--- src/rtl/mbist_data_cmp_log_if.sv ---
// rtl/mbist_data_cmp_log_if.sv - compare request bus from the MBIST pattern generator
interface mbist_data_cmp_log_if #(
  parameter int ADDR_WD = 9,
  parameter int DATA_WD = 32
);
  logic               compare;
  logic               read_invert;
  logic [DATA_WD-1:0] comp_data;
  logic [DATA_WD-1:0] rxd_data;
  logic [ADDR_WD-1:0] addr;

  modport master (output compare, read_invert, comp_data, rxd_data, addr);
  modport slave  (input  compare, read_invert, comp_data, rxd_data, addr);
endinterface

--- src/rtl/mbist_data_cmp_log.sv ---
// rtl/mbist_data_cmp_log.sv - MBIST data comparator with unique failing-address log
module mbist_data_cmp_log #(
  parameter int BIST_ADDR_WD   = 9,
  parameter int BIST_DATA_WD   = 32,
  parameter int BIST_ERR_LIMIT = 4,
  localparam int CNT_WD        = $clog2(BIST_ERR_LIMIT + 1)
) (
  input  logic                    clk,
  input  logic                    rst_n,
  input  logic                    clr,
  mbist_data_cmp_log_if.slave     bus,
  input  logic [CNT_WD-1:0]       log_rd_idx,
  output logic                    error,
  output logic                    error_fix,
  output logic                    correct,
  output logic [BIST_ADDR_WD-1:0] error_addr,
  output logic [BIST_DATA_WD-1:0] fail_bits,
  output logic [CNT_WD-1:0]       err_cnt,
  output logic [BIST_ADDR_WD-1:0] log_rd_addr
);

  logic [BIST_DATA_WD-1:0] diff_q;
  logic                    fail_q;
  logic                    vld_q;
  logic [BIST_ADDR_WD-1:0] addr_q;
  logic [BIST_ADDR_WD-1:0] entry [BIST_ERR_LIMIT];
  logic [BIST_ERR_LIMIT-1:0] entry_vld;

  logic [BIST_DATA_WD-1:0] exp_data;
  logic [BIST_DATA_WD-1:0] diff_d;
  logic                    hit;
  logic                    full;
  logic                    stage2;

  assign exp_data = bus.read_invert ? ~bus.comp_data : bus.comp_data;
  assign diff_d   = exp_data ^ bus.rxd_data;
  assign full     = (err_cnt == CNT_WD'(BIST_ERR_LIMIT));
  assign stage2   = vld_q & fail_q;

  always_ff @(posedge clk or negedge rst_n) begin
    if (!rst_n) begin
      diff_q <= '0;
      fail_q <= 1'b0;
      vld_q  <= 1'b0;
      addr_q <= '0;
    end else if (clr) begin
      diff_q <= '0;
      fail_q <= 1'b0;
      vld_q  <= 1'b0;
      addr_q <= '0;
    end else begin
      vld_q <= bus.compare;
      if (bus.compare) begin
        diff_q <= diff_d;
        fail_q <= |diff_d;
        addr_q <= bus.addr;
      end else begin
        fail_q <= 1'b0;
      end
    end
  end

  // Hit check reads the registered log, so an entry written at the previous
  // edge is already visible to a back-to-back compare of the same address.
  always_comb begin
    hit = 1'b0;
    for (int i = 0; i < BIST_ERR_LIMIT; i++) begin
      if (entry_vld[i] && (entry[i] == addr_q)) hit = 1'b1;
    end
  end

  always_ff @(posedge clk or negedge rst_n) begin
    if (!rst_n) begin
      error      <= 1'b0;
      error_fix  <= 1'b0;
      correct    <= 1'b0;
      error_addr <= '0;
      fail_bits  <= '0;
      err_cnt    <= '0;
      entry_vld  <= '0;
      for (int i = 0; i < BIST_ERR_LIMIT; i++) entry[i] <= '0;
    end else if (clr) begin
      error      <= 1'b0;
      error_fix  <= 1'b0;
      correct    <= 1'b0;
      error_addr <= '0;
      fail_bits  <= '0;
      err_cnt    <= '0;
      entry_vld  <= '0;
      for (int i = 0; i < BIST_ERR_LIMIT; i++) entry[i] <= '0;
    end else begin
      error_fix <= 1'b0;
      if (stage2) begin
        fail_bits  <= fail_bits | diff_q;
        error_addr <= addr_q;
        if (hit) begin
          error_fix <= 1'b1;
        end else if (!full) begin
          for (int i = 0; i < BIST_ERR_LIMIT; i++) begin
            if (CNT_WD'(i) == err_cnt) begin
              entry[i]     <= addr_q;
              entry_vld[i] <= 1'b1;
            end
          end
          err_cnt   <= err_cnt + CNT_WD'(1);
          error_fix <= 1'b1;
          correct   <= 1'b1;
        end else begin
          error <= 1'b1;
        end
      end
    end
  end

  always_comb begin
    log_rd_addr = '0;
    for (int i = 0; i < BIST_ERR_LIMIT; i++) begin
      if ((CNT_WD'(i) == log_rd_idx) && (log_rd_idx < err_cnt)) log_rd_addr = entry[i];
    end
  end

endmodule

--- src/flat_wrapper.sv ---
// flat-port wrapper written by rule: the top's interface ports become plain ports
module mbist_data_cmp_log_flat 
#(
  parameter int BIST_ADDR_WD   = 9,
  parameter int BIST_DATA_WD   = 32,
  parameter int BIST_ERR_LIMIT = 4,
  localparam int CNT_WD        = $clog2(BIST_ERR_LIMIT + 1)
)
  (clk, rst_n, clr, log_rd_idx, error, error_fix, correct, error_addr, fail_bits, err_cnt, log_rd_addr, bus_compare, bus_read_invert, bus_comp_data, bus_rxd_data, bus_addr);
  mbist_data_cmp_log_if #(.ADDR_WD((9)), .DATA_WD((32))) bus_i ();
  input  logic clk;
  input  logic rst_n;
  input  logic clr;
  input  logic [CNT_WD-1:0] log_rd_idx;
  output logic error;
  output logic error_fix;
  output logic correct;
  output logic [BIST_ADDR_WD-1:0] error_addr;
  output logic [BIST_DATA_WD-1:0] fail_bits;
  output logic [CNT_WD-1:0] err_cnt;
  output logic [BIST_ADDR_WD-1:0] log_rd_addr;
  input wire logic [$bits(bus_i.compare)-1:0] bus_compare;
  input wire logic [$bits(bus_i.read_invert)-1:0] bus_read_invert;
  input wire logic [$bits(bus_i.comp_data)-1:0] bus_comp_data;
  input wire logic [$bits(bus_i.rxd_data)-1:0] bus_rxd_data;
  input wire logic [$bits(bus_i.addr)-1:0] bus_addr;
  assign bus_i.compare = bus_compare;
  assign bus_i.read_invert = bus_read_invert;
  assign bus_i.comp_data = bus_comp_data;
  assign bus_i.rxd_data = bus_rxd_data;
  assign bus_i.addr = bus_addr;
  mbist_data_cmp_log #(.BIST_ADDR_WD(BIST_ADDR_WD), .BIST_DATA_WD(BIST_DATA_WD), .BIST_ERR_LIMIT(BIST_ERR_LIMIT)) u_core (.clk(clk), .rst_n(rst_n), .clr(clr), .bus(bus_i), .log_rd_idx(log_rd_idx), .error(error), .error_fix(error_fix), .correct(correct), .error_addr(error_addr), .fail_bits(fail_bits), .err_cnt(err_cnt), .log_rd_addr(log_rd_addr));
endmodule
--- config.mk ---
export PLATFORM = sky130hd
export DESIGN_NAME = mbist_data_cmp_log_flat
export DESIGN_NICKNAME = d
export VERILOG_FILES = /design/src/rtl/mbist_data_cmp_log_if.sv /design/src/rtl/mbist_data_cmp_log.sv /design/src/flat_wrapper.sv
export SDC_FILE = /design/constraint.sdc
export NUM_CORES = 1
export LEC_CHECK = 0
export ABC_AREA = 1
export BUFFER_PORTS_ARGS = -buffer_cell sky130_fd_sc_hd__buf_4
export CAP_MARGIN = 30
export CORE_UTILIZATION = 55
export DETAILED_ROUTE_END_ITERATION = 7
export HOLD_SLACK_MARGIN = 0.03
export PLACE_DENSITY = 0.79
export SYNTH_ARGS = -nofsm -noshare
export SYNTH_HDL_FRONTEND = slang
export SYNTH_SLANG_ARGS = --single-unit
--- constraint.sdc ---
create_clock -name clk -period 3.97 [get_ports clk]
set_clock_uncertainty 0.2 [all_clocks]
set_input_delay 0.9925 -clock clk [delete_from_list [all_inputs] [get_ports clk]]
set_output_delay 0.9925 -clock clk [all_outputs]
set_load 0.01 [all_outputs]
; Word level (Yosys, flattened, before mapping)
; Index checks and enable logic that the tools add are counted.
[word_totals]
regBits = 130
out_inout_bits = 56
wordCells = 113
[op_classes]
addsub = 1
order_cmp = 1
n_eq_ne = 13
mux = 52
bitwise = 4
reduce_logical = 24
[ops]
columns = op, n
row1 = 32-bit 2-to-1 mux, 5
row2 = 36-bit 2-to-1 mux, 4
row3 = 9-bit 2-to-1 mux, 12
row4 = 9-bit equality test, 4
row5 = 32-bit NOT, 1
row6 = 32-bit OR, 1
row7 = 32-bit OR reduction, 1
row8 = 32-bit XOR, 1
row9 = 1-bit 2-to-1 mux, 23
row10 = 4-bit 2-to-1 mux, 4
row11 = 4-bit AND reduction, 4
row12 = 2-bit nonzero test, 7
row13 = "2-bit by 3-bit equality test with 1-bit output, first input constant", 4
row14 = 3-bit 2-to-1 mux, 4
row15 = 1-bit logical AND, 8
row16 = "1-bit by 3-bit equality test with 1-bit output, first input constant", 2
row17 = 3-bit zero test, 2
row18 = 3-bit AND reduction, 2
row19 = "2-bit inequality test, second input constant", 2
row20 = "3-bit by 1-bit adder with 3-bit output, second input constant", 1
row21 = "3-bit equality test, second input constant", 1
row22 = 3-bit < comparator, 1
row23 = 1-bit AND, 1

; Logic depth before layout (Yosys ltp)
; Gate-level depths: netlist of the first run.
[logic_depth]
ltp_word = 9
mapped_depth = 14

; Worst setup path after synthesis of the first run
; No wires, ideal clock.
[synth_timing]
kind = input to output
from = input log_rd_idx[2]
to = output log_rd_addr[0]
arrival_time_ns = 2.216
required_time_ns = 2.778
path_slack_ns = 0.561
stages = 6
n_path_buf = 0
cell_sequence = ha_1 > a21oi_1 > nand2_1 > nor4_2 > a21oi_1 > o211ai_1
[synth_via]
elab_chain_len = 6
[synth_lines]
columns = element, line
row1 = "start, declared", flat_wrapper.sv:14  ; input logic [CNT_WD-1:0] log_rd_idx;
row2 = 3-bit < comparator or 3-bit zero test (tied branches), mbist_data_cmp_log.sv:118  ; if ((CNT_WD'(i) == log_rd_idx) && (log_rd_idx < err_cnt)) log_rd_addr = entry[i];
row3 = 1-bit logical AND, mbist_data_cmp_log.sv:118
row4 = 9-bit 2-to-1 mux (3 in a row), mbist_data_cmp_log.sv:118
row5 = 9-bit 2-to-1 mux *, mbist_data_cmp_log.sv:118
row6 = "end, declared", flat_wrapper.sv:21  ; output logic [BIST_ADDR_WD-1:0] log_rd_addr;
; Every way passes the cells marked *; elsewhere a longest branch is shown, timed or not.

; Worst setup path after layout of the first run
; Same ends and word-level chain as after synthesis.

==> impl_metrics.json, run 1 <==
{
  "ant_nets": 0,
  "synth_top_family_by_area": "simple AND/OR/NAND/NOR gates",
  "layout.area.seq_um2": 3253,
  "p_leak_nw": 4.418,
  "timing.max_cap.violations": 0,
  "syn_inst": 868,
  "area_growth_pct": 25.01,
  "synth.distinct_cells": 37,
  "synth_compound_area_share_pct": 8.787,
  "grt_max_degree": 63,
  "vias": 6413,
  "required_ns": 2.78,
  "cp-end-kind": "output port",
  "synth_warnings": 0,
  "finalSetupViolCount": 0,
  "yosysMostFrequentCell": "nand2_1",
  "ys_top_cells_by_area": "dfrtp_1 (46%), nand2_1 (14%), inv_1 (4.6%)",
  "met2WireLength_um": 9138,
  "drt-met1-wl_um": 7767,
  "synth-edff-count": 0,
  "cts_max_path_buffers": 2,
  "path_class": "in -> out",
  "cts_tree": "done",
  "synth_area_per_cell_um2": 8.137,
  "cts_root_buf": "clkbuf_16",
  "setup-tns-final_ns": 0,
  "yosysSeqAreaShare_pct": 46.06,
  "synthMuxAreaShare_pct": 0,
  "grt_pass1_vias": 6343,
  "rsz0062_at_grt": "false",
  "hpwl_um": 13550,
  "synthXorXnorAreaFrac_pct": 8.556,
  "fin_crit_sh_pct": 91.28,
  "final_max_slew_viol_count": 0,
  "cp-start-kind": "input port",
  "viasPerCell": 5.412,
  "drive_gt1_share_pct": 22.31,
  "critPathArrivalTime_ns": 2.43,
  "max_freq_mhz": 276.0,
  "numClockSinks": 130,
  "grtUsageTotal_pct": 31.26,
  "synthSimpleGateAreaFrac_pct": 27.62,
  "dieHeight_um": 115.3,
  "worstMarginPinSlew_ns": 0.9257,
  "pre_cts_ws_ns": 0.1271,
  "layout_setup_ws_ns": 0.3463,
  "drcViolationCount": 0,
  "dr.pass1.iters": 6,
  "clk_pin_slew_worst_paths_ns": 0.05,
  "grt_pass1_wl_um": 31210,
  "gp_congestion": 0.9295,
  "p_total_w": 0.003614,
  "die-area_um2": 13300,
  "async_reset_ff_share_pct": 100.0,
  "nNetsFinal": 1088,
  "antenna_found_initial": 0,
  "hp-class": "reg -> reg",
  "synthFlopType": "dfrtp_1",
  "peakVddDrop_uv": 279.3,
  "synth_area_leader_cell": "dfrtp_1",
  "slew_headroom_pct": 38.22,
  "netlist_area_um2": 7063,
  "rows": 41,
  "multi_input_area_um2": 3263,
  "wl_per_cell_um": 16.24,
  "portBuffers": 136,
  "ios": 137,
  "top_layer_used": "met4",
  "power.density_nw_per_um2": 409.2,
  "wl_um": 19250,
  "fin_crit_ns": 3.624,
  "syn-num-nets": 956,
  "die_x_um": 115.3,
  "synth_top_area_share_pct": 46.06,
  "synth_adder_area_share_pct": 1.240,
  "critPathMaxFanout": 9,
  "grt_overflow": 0,
  "n_fill_cell": 1001,
  "start_util_pct": 56.20,
  "outcome": "finished clean",
  "insertion_delay_ns": 0.43,
  "holdWs_ns": 0.2737,
  "synthTopCellsByCount": "nand2_1 (261), dfrtp_1 (130), inv_1 (86)",
  "core_um2": 12570,
  "hold_violations": 0,
  "routed-wl-met3_um": 1653,
  "cts-hold-fix-buffers": 0,
  "antenna_cells": 0,
  "drt-initial-drc-count": 508,
  "htreeDepth": 4,
  "cts_buffers": 17,
  "synth_seq_cells": 130
}
-- sequential cells by signal, summed over array words and instances (netlist names) --
| register | flops |
|---|---|
| u_core.correct | 1 |
| u_core.error_addr | 9 |
| u_core.error_fix | 1 |
| u_core.diff_q | 32 |
| u_core.vld_q | 1 |
| u_core.entry_vld | 4 |
| u_core.fail_bits | 32 |
| u_core.err_cnt | 3 |
| u_core.addr_q | 9 |
| u_core.error | 1 |
| u_core.entry | 36 |
| u_core.fail_q | 1 |
-- cell usage in the layout, fill, tap and decap left out, drive strengths merged, types with 7 or more instances in the layout --
cell    count
nand2     273
buf       146
dfrtp     130
inv        98
nor2       68
nand3      51
o21ai      44
xnor2      35
xor2       34
nand4      32
o22ai      32
clkbuf     20
a21oi      18
o211ai      9
ha          7
clkinv      7
-- critical path, stage by stage --
cell and delay, ns:
buf_4 0.13, ha_1 0.30, a21oi_1 0.14, nand2_1 0.11, inv_1 0.10, nand4_1 0.08, buf_4 0.18, o211ai_1 0.22
buf_4 0.17
-- kinds of logic after synthesis --
| logic type | count (synthesis) |
|---|---|
| AO/OA/AOI/OAI | 105 |
| XOR/XNOR | 69 |
| adder cells (fa/ha/maj) | 7 |
| buffers and inverters | 130 |
| flip-flops | 130 |
| AND/OR/NAND/NOR | 427 |
-- repair_timing --
item,CTS,global route
setup buffers,0,1
endpoints found under the setup margin,0,2
endpoints found under the hold margin,0,0
gates resized for setup,0,0
-- layer usage --
| layer | global-route usage, % | vias to the layer above |
|---|---|---|
| met1 | 39.52 | 2984 |
| met5 | 0 | - |
| met3 | 8.856 | 56 |
| met4 | 15.58 | 0 |
| li1 | - | 3056 |
| met2 | 49.34 | 317 |
-- stage by stage --
step / instance area (µm²) / cells / util (%)
2_1_floorplan: 7063 / 868 / -
3_3_place_gp: 8189 / 1151 / 65.16
3_5_place_dp: 8189 / 1151 / 65.16
4_1_cts: 8815 / 1183 / 70.13
5_1_grt: 8830 / 1185 / 70.25
6_report: 8830 / 1185 / 70.25
-- power breakdown --
group | internal (W) | switching, W
combinational | 0.000201 | 0.000316
sequential | 0.00139 | 0.0000505
clock | 0.00107 | 0.000589
total | 0.00266 | 0.000956
-- final timing paths --
check	startpoint	cells after the start	slack, ns	endpoint
max reg2reg	u_core.err_cnt[0]$_DFFE_PN0P_	8	1.61	u_core.entry[21]$_DFFE_PN0P_
max	log_rd_idx[2]	9	0.35	log_rd_addr[0]
min in group asynchronous	rst_n	1	0.29	u_core.fail_bits[4]$_DFFE_PN0N_
min	u_core.error_addr[7]$_DFFE_PN0N_	2	0.27	u_core.error_addr[7]$_DFFE_PN0N_
min reg2reg	u_core.error_addr[7]$_DFFE_PN0N_	2	0.27	u_core.error_addr[7]$_DFFE_PN0N_
max in group asynchronous	rst_n	2	2.42	u_core.fail_bits[28]$_DFFE_PN0N_
-- area by class of cell --
type	count	area share, %
sequential	130	36.84
tap	172	2.437
clock inverter	12	2.026
inverter	97	4.124
multi-input combinational	608	36.96
timing repair buffer	146	12.55
clock buffer	20	5.059
Power figures use the tool's default switching activity.
==> inputs of run 2 (changes only) <==
BUFFER_PORTS_ARGS = -buffer_cell sky130_fd_sc_hd__buf_2   (was -buffer_cell sky130_fd_sc_hd__buf_4)
==> impl_metrics.json, run 2 (synthesis gave the netlist of run 1 again) <==
{
  "outcome": "finished clean",
  "cts-hold-fix-buffers": 0,
  "nNetsFinal": 1088,
  "final_max_slew_viol_count": 0,
  "slowest_delay_ns": 0.36,
  "clk_pin_slew_worst_paths_ns": 0.06,
  "cts_resized": 0,
  "top_regs": "u_core.entry (36), u_core.diff_q (32), u_core.fail_bits (32)",
  "drcViolationCount": 0,
  "fin_crit_ns": 3.823,
  "die-area_um2": 13300,
  "antenna_cells": 0,
  "core_um2": 12570,
  "worst_path_dominant_cell_family": "compound AO/OA/AOI/OAI gates",
  "cts_buffers": 17,
  "critical_path.n_buffers_inverters": 3,
  "p_leak_nw": 4.356,
  "antenna_found_initial": 0,
  "critPathMaxFanout": 9,
  "place_inst": 1152,
  "final_cell_mix": "nand2_1 (261), buf_2 (135), dfrtp_1 (130)",
  "drt-initial-drc-count": 569,
  "gp_congestion": 0.9568,
  "grt_overflow": 0,
  "start_util_pct": 56.20,
  "area_growth_pct": 20.67,
  "holdWs_ns": 0.2737,
  "ant_nets": 0,
  "wl_um": 19100,
  "rows": 41,
  "peakVddDrop_uv": 296.9,
  "wl_per_cell_um": 16.13,
  "grt_max_degree": 62,
  "rsz0062_at_grt": "false",
  "cts_max_path_buffers": 2,
  "utilization_pct": 67.81,
  "layoutNonFillerInstCount": 1184,
  "largest_register_ffs": 36,
  "regMostFlops": "u_core.entry",
  "numClockSinks": 130,
  "dieHeight_um": 115.3,
  "cp-end-kind": "output port",
  "path_cells": "buf_2, ha_1, a21oi_1, nand2_1, inv_1, nand4_1, o211ai_1, buf_2",
  "slowest_stage": "o211ai_1",
  "cts_root_buf": "clkbuf_16",
  "drive_gt1_share_pct": 22.43,
  "hold_violations": 0,
  "timing.max_cap.violations": 0,
  "worstMarginPinSlew_ns": 0.9312,
  "setup-tns-final_ns": 0,
  "required_ns": 2.78,
  "ios": 137,
  "final_common_cell": "nand2_1",
  "die_x_um": 115.3,
  "vias": 6456,
  "critPathArrivalTime_ns": 2.63,
  "hp-class": "reg -> reg",
  "path_class": "in -> out",
  "grt_pass1_vias": 6065,
  "post-cts-setup-buffer-count": 0,
  "hpwl_um": 13360,
  "insertion_delay_ns": 0.42,
  "portBuffers": 136,
  "grtUsageTotal_pct": 30.46,
  "fin_crit_sh_pct": 96.31,
  "grt_pass1_wl_um": 30240,
  "cp-start-kind": "input port",
  "max_freq_mhz": 261.5,
  "slew_headroom_pct": 37.85,
  "viasPerCell": 5.453,
  "dr.pass1.iters": 6,
  "power.density_nw_per_um2": 431.2,
  "finalSetupViolCount": 0,
  "htreeDepth": 4,
  "path_common_cell": "buf_2",
  "p_total_w": 0.003675,
  "cts_tree": "done"
}
==> run 2: cell count changes in the layout (fill, tap and decap cells not counted) <==
cell	before	now
buf_6	0	1
clkbuf_8	1	0
clkinvlp_4	0	3
clkinv_4	3	1
inv_8	0	1
bufinv_16	4	5
buf_4	145	9
clkinv_2	3	0
clkbuf_1	2	0
inv_6	2	4
buf_2	0	135
==> run 2: per-layer routing <==
layer | global-route usage, % | vias to the layer above | routed length [µm]
met5 | 0 | - | 0
met4 | 13.16 | 0 | 613
met3 | 9.067 | 51 | 1718
met2 | 49.50 | 344 | 8970
met1 | 37.77 | 3005 | 7794
li1 | - | 3056 | -
==> run 2: where the power goes <==
group          internal (W)  switching [W]  leakage (nW)
logic              0.000174       0.000317          2.27
clock network       0.00112       0.000623         0.309
registers           0.00139      0.0000512          1.77
==> run 2: cell type report <==
type / count / area [µm²]
fill: 1045 / 4045
multi-input combinational: 608 / 3263
sequential: 130 / 3253
timing repair buffer: 146 / 774.5
clock buffer: 17 / 425.4
inverter: 97 / 364.1
clock inverter: 14 / 227.7
tap: 172 / 215.2
==> run 2: tightest hold or removal path, cell delays in order, from the launching register on <==
cell     delay [ns]
dfrtp_1        0.34
nand2_1        0.05
nand2_1        0.05
==> run 2: worst paths after layout <==
kind / slack [ns] / endpoint / depth (start not counted) / start
min: 0.27 / u_core.error_addr[6]$_DFFE_PN0N_ / 2 / u_core.error_addr[6]$_DFFE_PN0N_
max in group asynchronous: 2.43 / u_core.addr_q[0]$_DFFE_PN0P_ / 2 / rst_n
min in group asynchronous: 0.39 / u_core.entry[26]$_DFFE_PN0P_ / 1 / rst_n
max: 0.15 / log_rd_addr[0] / 8 / log_rd_idx[2]
min reg2reg: 0.27 / u_core.error_addr[6]$_DFFE_PN0N_ / 2 / u_core.error_addr[6]$_DFFE_PN0N_
max reg2reg: 1.59 / u_core.entry[2]$_DFFE_PN0P_ / 8 / u_core.err_cnt[0]$_DFFE_PN0P_
==> run 2: per-stage QoR <==
stage / cell area, µm² / worst slack (ns)
floorplan: 7063 / 0.5612
global placement: 7859 / 0.1508
detailed placement: 7859 / 0.1744
CTS: 8512 / 0.1567
global route: 8523 / 0.02395
finish: 8523 / 0.1466
